`src/rtl/dma_pkg.sv`:
```
// ---------------------------------------------------------------------------
// dma_pkg
// Shared types and constants for the DMA bus-cycle sequencer.
//   dma_state_e : one-hot state vector (SI, S0..S4) with named constants
//   IDX_*       : bit positions of each state inside the one-hot vector
//   dma_mode_e  : channel service mode (demand / single / block / reserved)
//   dma_xfer_e  : transfer direction (verify / write / read / reserved)
//   in_bus_cycle: true while the sequencer owns the bus (S1..S4)
// ---------------------------------------------------------------------------
package dma_pkg;

  localparam int IDX_SI = 0;
  localparam int IDX_S0 = 1;
  localparam int IDX_S1 = 2;
  localparam int IDX_S2 = 3;
  localparam int IDX_S3 = 4;
  localparam int IDX_S4 = 5;

  // One-hot encoding kept as plain constants so older tools and scripts
  // that expect numeric state values can still decode dumps.
  typedef logic [5:0] dma_state_e;
  localparam dma_state_e ST_SI = 6'b000001;
  localparam dma_state_e ST_S0 = 6'b000010;
  localparam dma_state_e ST_S1 = 6'b000100;
  localparam dma_state_e ST_S2 = 6'b001000;
  localparam dma_state_e ST_S3 = 6'b010000;
  localparam dma_state_e ST_S4 = 6'b100000;

  typedef enum logic [1:0] {
    MODE_DEMAND = 2'b00,
    MODE_SINGLE = 2'b01,
    MODE_BLOCK  = 2'b10,
    MODE_RSVD   = 2'b11
  } dma_mode_e;

  typedef enum logic [1:0] {
    XFER_VERIFY = 2'b00,
    XFER_WRITE  = 2'b01,
    XFER_READ   = 2'b10,
    XFER_RSVD   = 2'b11
  } dma_xfer_e;

  function automatic logic in_bus_cycle(input dma_state_e s);
    return |s[IDX_S4:IDX_S1];
  endfunction

endpackage

```
`src/rtl/dma_strobe_decode.sv`:
```
// ---------------------------------------------------------------------------
// dma_strobe_decode
// Turns the sequencer state and latched transfer direction into the four
// active-low bus strobes plus the pad output enable.
// Ports:
//   state_i     : one-hot sequencer state
//   xfer_i      : latched transfer direction
//   ext_write_i : extended write, start the write strobe already in S2
//   hlda_i      : hold acknowledge; without it nothing is driven
//   ior_n_o, iow_n_o, memr_n_o, memw_n_o : bus strobes, active low
//   bus_oe_o    : strobe/AEN pad enable
// Macro: DMA_COMPRESSED_TIMING_EN -- S3 does not exist, so the write strobe
//   always starts in S2.
// ---------------------------------------------------------------------------
module dma_strobe_decode
  import dma_pkg::*;
(
  input  dma_state_e state_i,
  input  dma_xfer_e  xfer_i,
  input  logic       ext_write_i,
  input  logic       hlda_i,
  output logic       ior_n_o,
  output logic       iow_n_o,
  output logic       memr_n_o,
  output logic       memw_n_o,
  output logic       bus_oe_o
);

  logic owned;
  logic rd_phase;
  logic wr_phase;
  logic wr_in_s2;
  logic is_read;
  logic is_write;

  // The bus is only ours while HLDA is held and we are past the request
  // phase; losing HLDA releases every strobe in the same cycle.
  assign owned = hlda_i & ~(state_i[IDX_SI] | state_i[IDX_S0]);

`ifdef DMA_COMPRESSED_TIMING_EN
  assign wr_in_s2 = 1'b1 | ext_write_i;
`else
  assign wr_in_s2 = ext_write_i;
`endif

  assign rd_phase = owned & (state_i[IDX_S2] | state_i[IDX_S3] | state_i[IDX_S4]);
  assign wr_phase = owned & ((state_i[IDX_S2] & wr_in_s2) | state_i[IDX_S3] | state_i[IDX_S4]);

  // Verify and the reserved code never drive a strobe.
  assign is_read  = (xfer_i == XFER_READ);
  assign is_write = (xfer_i == XFER_WRITE);

  // Read xfer moves memory to IO: memory is read, IO is written.
  assign memr_n_o = ~(rd_phase & is_read);
  assign iow_n_o  = ~(wr_phase & is_read);
  assign ior_n_o  = ~(rd_phase & is_write);
  assign memw_n_o = ~(wr_phase & is_write);
  assign bus_oe_o = owned;

endmodule

```
`src/rtl/dma_xfer_timing_fsm.sv`:
```
// ---------------------------------------------------------------------------
// dma_xfer_timing_fsm
// DMA bus-cycle sequencer (SI, S0..S4) for NUM_CH channels. Takes the
// arbiter's winning request, runs the HRQ/HLDA handshake and drives AEN,
// ADSTB, DACK and the IO/memory strobes in demand, single or block mode.
// Ports:
//   CLK, RESET        : clock, asynchronous active-high reset
//   req_valid/ch/mode/xfer : arbitrated request, sampled only in SI
//   dreq              : live DREQ lines, used for demand continuation
//   hlda              : hold acknowledge from the CPU
//   eop_in_n          : external end of process, active low
//   tc                : active channel word counter at terminal value
//   addr_lo_wrap      : next address step crosses a 256-byte boundary
//   ext_write         : extended write timing
//   hrq, aen, adstb, dack, ior_n, iow_n, memr_n, memw_n, bus_oe : bus side
//   eop_out_n         : terminal-count EOP, active low
//   addr_step         : advance address / decrement count pulse
//   done, done_ch     : service ended pulse and the channel that ended
// Macro: DMA_COMPRESSED_TIMING_EN -- drop S3 (two clocks per word).
// ---------------------------------------------------------------------------
module dma_xfer_timing_fsm
  import dma_pkg::*;
#(
  parameter  int NUM_CH = 4,
  localparam int CH_W   = (NUM_CH > 1) ? $clog2(NUM_CH) : 1
) (
  input  logic              CLK,
  input  logic              RESET,
  input  logic              req_valid,
  input  logic [CH_W-1:0]   req_ch,
  input  logic [1:0]        req_mode,
  input  logic [1:0]        req_xfer,
  input  logic [NUM_CH-1:0] dreq,
  input  logic              hlda,
  input  logic              eop_in_n,
  input  logic              tc,
  input  logic              addr_lo_wrap,
  input  logic              ext_write,
  output logic              hrq,
  output logic              aen,
  output logic              adstb,
  output logic [NUM_CH-1:0] dack,
  output logic              ior_n,
  output logic              iow_n,
  output logic              memr_n,
  output logic              memw_n,
  output logic              bus_oe,
  output logic              eop_out_n,
  output logic              addr_step,
  output logic              done,
  output logic [CH_W-1:0]   done_ch
);

  dma_state_e        state_q, state_d;
  logic [CH_W-1:0]   ch_q;
  dma_mode_e         mode_q;
  dma_xfer_e         xfer_q;
  logic              eop_seen_q;
  logic [CH_W-1:0]   done_ch_q;

  logic [NUM_CH-1:0] ch_oh;
  logic              bus_cycle;
  logic              dreq_ch;
  logic              eop_seen;
  logic              single_mode;
  logic              service_end;
  logic              may_continue;

  assign ch_oh     = NUM_CH'(1) << ch_q;
  assign bus_cycle = in_bus_cycle(state_q);
  assign dreq_ch   = |(dreq & ch_oh);

  // An EOP arriving in the current bus cycle counts immediately so a pulse
  // landing on S4 still ends the service after this word.
  assign eop_seen     = eop_seen_q | (bus_cycle & ~eop_in_n);
  assign single_mode  = (mode_q == MODE_SINGLE) | (mode_q == MODE_RSVD);
  assign service_end  = tc | eop_seen | single_mode;
  assign may_continue = (mode_q == MODE_BLOCK) | ((mode_q == MODE_DEMAND) & dreq_ch);

  // Next-state decision. Any bus state without HLDA falls straight back to
  // SI; S4 either ends, re-enters S1 to restrobe the upper address byte, or
  // skips straight to S2 when the upper byte is unchanged.
  always_comb begin
    state_d = state_q;
    case (state_q)
      ST_SI: if (req_valid) state_d = ST_S0;
      ST_S0: begin
        if (hlda) state_d = ST_S1;
        else if (!dreq_ch && (mode_q != MODE_BLOCK)) state_d = ST_SI;
      end
      ST_S1: state_d = hlda ? ST_S2 : ST_SI;
`ifdef DMA_COMPRESSED_TIMING_EN
      ST_S2: state_d = hlda ? ST_S4 : ST_SI;
`else
      ST_S2: state_d = hlda ? ST_S3 : ST_SI;
`endif
      ST_S3: state_d = hlda ? ST_S4 : ST_SI;
      ST_S4: begin
        if (!hlda || service_end) state_d = ST_SI;
        else if (may_continue) state_d = addr_lo_wrap ? ST_S1 : ST_S2;
        else state_d = ST_SI;
      end
      default: state_d = ST_SI;
    endcase
  end

  // State register.
  always_ff @(posedge CLK or posedge RESET) begin
    if (RESET) state_q <= ST_SI;
    else       state_q <= state_d;
  end

  // Service context: channel, mode and direction are captured as the request
  // is accepted and stay put until the next acceptance, so a demand transfer
  // that pauses on DREQ keeps them. The EOP flag lives only for one service,
  // and done_ch keeps the last finished channel for the register file.
  always_ff @(posedge CLK or posedge RESET) begin
    if (RESET) begin
      ch_q       <= '0;
      mode_q     <= MODE_DEMAND;
      xfer_q     <= XFER_VERIFY;
      eop_seen_q <= 1'b0;
      done_ch_q  <= '0;
    end else begin
      if (state_q[IDX_SI] && req_valid) begin
        ch_q   <= req_ch;
        mode_q <= dma_mode_e'(req_mode);
        xfer_q <= dma_xfer_e'(req_xfer);
      end
      if (state_q[IDX_SI])            eop_seen_q <= 1'b0;
      else if (bus_cycle && !eop_in_n) eop_seen_q <= 1'b1;
      if (done) done_ch_q <= ch_q;
    end
  end

  // Address/handshake outputs straight from the state.
  assign hrq       = ~state_q[IDX_SI];
  assign aen       = bus_cycle;
  assign adstb     = state_q[IDX_S1];
  assign dack      = bus_cycle ? ch_oh : '0;
  assign addr_step = state_q[IDX_S4] & hlda;
  assign done      = addr_step & service_end;
  assign eop_out_n = ~(addr_step & tc);
  assign done_ch   = done ? ch_q : done_ch_q;

  dma_strobe_decode u_strobe (
    .state_i     (state_q),
    .xfer_i      (xfer_q),
    .ext_write_i (ext_write),
    .hlda_i      (hlda),
    .ior_n_o     (ior_n),
    .iow_n_o     (iow_n),
    .memr_n_o    (memr_n),
    .memw_n_o    (memw_n),
    .bus_oe_o    (bus_oe)
  );

endmodule
```
`config.mk`:
```
export PLATFORM = sky130hd
export DESIGN_NAME = dma_xfer_timing_fsm
export DESIGN_NICKNAME = d
export VERILOG_FILES = /design/src/rtl/dma_pkg.sv /design/src/rtl/dma_strobe_decode.sv /design/src/rtl/dma_xfer_timing_fsm.sv
export SDC_FILE = /design/constraint.sdc
export NUM_CORES = 1
export LEC_CHECK = 0
export ABC_AREA = 0
export BUFFER_PORTS_ARGS = -buffer_cell sky130_fd_sc_hd__buf_4
export CAP_MARGIN = 20
export CORE_MARGIN = 2
export CORE_UTILIZATION = 45
export DETAILED_ROUTE_END_ITERATION = 7
export PLACE_DENSITY = 0.75
export SYNTH_ARGS = -nofsm -noshare
export SYNTH_HDL_FRONTEND = slang
export SYNTH_HIERARCHICAL = 1
export SYNTH_SLANG_ARGS = --single-unit
```
`constraint.sdc`:
```
create_clock -name CLK -period 2.03 [get_ports CLK]
set_input_delay 0.1015 -clock CLK [delete_from_list [all_inputs] [get_ports CLK]]
set_output_delay 0.1015 -clock CLK [all_outputs]
set_load 0.03 [all_outputs]
```
==> impl_results.md <==
* Filler cells at between 150 and 200
* Post-Syn Area per Cell at roughly 11 µm²
* Starting Density at between 40 and 50%
* Final Net Count at ~140
* Crit path max fanout at 3
* RSZ-0062 raised after global routing: true
* Final Hold Viols at 0
* Via count at 801
* Die area at ~0.0024 mm²
* Site Rows at 16
* Sequential cell area fraction in the yosys report at about two fifths
* Root Buffer: clkbuf_4
* Clk Latency, worst-skew pair at 0.29 ns
* Port Buf Inserts at 34
* Critical Path RT at slightly below 2 ns
* Placed cell areas at about 0.0012 mm²
* DR vias/cell at 5.27
* Worst R2R Setup Slack at 0.19 ns
* Largest stage delay, worst path at 0.44 ns
* Crit. End Element: output port
* First-pass GRT wire length at roughly 3.8 mm
* Post-route ant nets at 0
* Number of max-cap violations at 0
* CP delay by family, top: flip-flops
* Die height at 48.7 µm
* Final GP Congestion at slightly below 0.8
* Crit path max-delay cell type: dfrtp_2
* Post-synth top area share at 39.1%
* Synth Cell Area at ~900 µm²
* Relative slew margins at 61.1%
* Top cells by count, synth: dfrtp_1 (14), mux2_2 (10), inv_1 (5), nand2_1 (5)
* Setup crit start: state_q[3]
* R2R depth at 5
* Initial antenna violation count at 0
* Placed instance count at 145
* Post-Syn Nets at between 100 and 150
* Leakage at about 0.63 nW
* Gate power share at 37.4%
* Chip Width at about 49 µm
* RR Startpoint: state_q[3]
* Hold crit path type: in -> reg
* Non-filler instance count after layout at approximately 150
* HP Start: addr_lo_wrap
* Slew Limit Fails at 0
* Area of the multi-input gates at approximately 500 µm²
* Antenna fix cells at 0
* Drt pass-1 iters at 4
* Buffers and inverters on the worst path at 2
* Status: complete, no violations
* Post-Synthesis Cells at 83
* Fmax at slightly below 500 MHz
* Count leader, synth: dfrtp_1
* Clock share of power at approximately 17%
* Critical path, cell by cell: nor4_4 -> o21bai_2 -> o31ai_2 -> buf_4 -> mux2_4 -> buf_6
* Async SR Flop Fraction at 100%
* Switching Fraction at around two fifths
* Power per cell area at approximately 830 mW/mm²
* CTS tree: done
* Distinct cell type count after synthesis at 36
* Total I/O pin count at 35
* Initial detailed-routing violation count at 14
* Met2 WL at about 1.2 mm
* WL per Instance at 15.0 µm
* Yosys top cell by area: dfrtp_1
* Core Area at 0.00192 mm²
* Clk slew on worst S/H paths at ~0.10 ns
* Hold Path Depth at 2
* Synth Flop Type: dfrtp_1
* Syn. warnings at 6
* Largest vdd supply drop at about 0.55 mV
* Highest Signal Layer: met4
* Post-synth EDFFs at 0
* Register area at around 380 µm²
* Slew @ Worst Pin at 0.583 ns
* Net switching power at 0.409 mW
* CP startpoint kind: register
* Clock sinks at 15
* Final Instance Area at roughly 0.0013 mm²
* Place WS at around 0.22 ns
* WS Path Type: reg -> out
* Max Clock Skew at roughly 0.0065 ns
* Minimum clock period at between 2 and 2.5 ns
* Worst Hold Slack at around 0.026 ns
* Met1 WL at between 1 and 1.5 mm
* Gr usage total at around a fifth
* Pint at 0.649 mW
* # H-tree levels at 1
* CP Depth at 6
* Flop pwr share at 45.6%
* # setup viols final at 0
* Setup slack after layout at about 0.0096 ns
* Post-DP HPWL at 1.67 mm
* Number of global-route vias before repair at between 800 and 900
* Routed WL at between 2 and 2.5 mm
* CTS Buffer Depth at 2
* GRT overflow at 0
* DR DRC count at 0
* Leading post-synthesis cells by cell area: dfrtp_1 (39%), mux2_2 (13%), nor4b_1 (3.9%)
* Count of state elements after synthesis at 15
* DR WL met3 at about 74 µm
* Layout cells sized above 1 at around 52%
* Data arrival, critical path at roughly 1.9 ns
* CTS buffer count at 3
* Fin crit share at between 90 and 100%
* Area growth syn-to-layout at 41.8%
* Largest net degree at the start of global routing at 16
## per-layer routing
metal / GRT usage [%] / vias to the layer above
li1: - / 395
met3: 3.09 / 4
met2: 35.6 / 18
met5: 0 / -
met1: 26.7 / 384
met4: 8.57 / 0
## worst register-to-register path: stages, from the launching register on
cell and delay, ns:
dfrtp_2 0.44, buf_4 0.17, nor3_1 0.31, and3_2 0.24, nor4b_1 0.42, o2bb2ai_1 0.18
## cells by family (layout without fill, tap and decap cells)
kind of cell,count (synthesis),after routing,synth area share (%)
AND/OR/NAND/NOR,32,32,25.7
AO/OA/AOI/OAI,16,16,14.4
flip-flops,15,15,42.0
multiplexers,11,11,13.7
buffers and inverters,8,50,3.35
XOR/XNOR,1,1,0.976
## through the flow
| stage | setup TNS (ns) | util, % | total power [mW] |
|---|---|---|---|
| floorplan | 0 | - | 0.745 |
| global placement | 0 | 62.5 | 0.857 |
| detailed placement | 0 | 62.5 | 0.874 |
| CTS | -0.0211 | 66.0 | 1.06 |
| global route | -0.282 | 66.2 | 1.13 |
| finish | 0 | 66.2 | 1.06 |
## layout by cell type, fill, tap and decap left out, types with 2 or more instances in the layout
master / Yosys / final
and2_2: 2 / 2
o311ai_1: 2 / 2
nor2b_1: 2 / 2
inv_1: 5 / 5
nand2_1: 5 / 5
nor4b_1: 4 / 4
nand3_1: 2 / 2
and4bb_2: 2 / 2
nor3_1: 4 / 4
clkbuf_4: 0 / 3
buf_4: 0 / 37
nor3b_1: 2 / 2
buf_6: 0 / 2
dfrtp_1: 14 / 13
nor2_1: 3 / 3
mux2_2: 10 / 8
o21ai_0: 3 / 3
mux2_4: 0 / 2
## power groups by stage
stage                     Combinational, mW  Clock [mW]  Sequential [mW]
after floorplan                       0.297           0            0.447
after global placement                0.378           0            0.479
after detailed placement              0.387           0            0.487
after CTS                             0.393       0.183            0.481
after global routing                  0.433       0.196            0.497
final                                 0.396       0.180            0.482
## final timing paths
check                                     to
worst max-delay path              done_ch[1]
worst min-delay path              state_q[2]
worst max register to register    state_q[3]
worst min register to register  done_ch_q[0]
max in group asynchronous         state_q[3]
min in group asynchronous         eop_seen_q
## sequential cells by signal, summed over array words and instances (netlist names)
signal and count:
done_ch_q 2, state_q 6, xfer_q 2, mode_q 2, eop_seen_q 1, ch_q 2
## area by class of cell
class / instances / area share, %
Inverter: 6 / 1.77
Multi-Input combinational cell: 60 / 39.4
Timing Repair Buffer: 40 / 24.4
Tap cell: 27 / 2.65
Clock buffer: 4 / 2.06
Sequential cell: 15 / 29.7
## repair_timing
action / 4_1_cts / 5_1_grt
endpoints found under the hold margin: 14 / 0
setup endpoints to repair: 2 / 2
resized for setup: 5 / 1
pin swaps: 1 / 2
hold buffers: 1 / 0
cloned: 0 / 0
setup buffers: 2 / 0
Note: power is estimated with default switching activity, not from simulation.
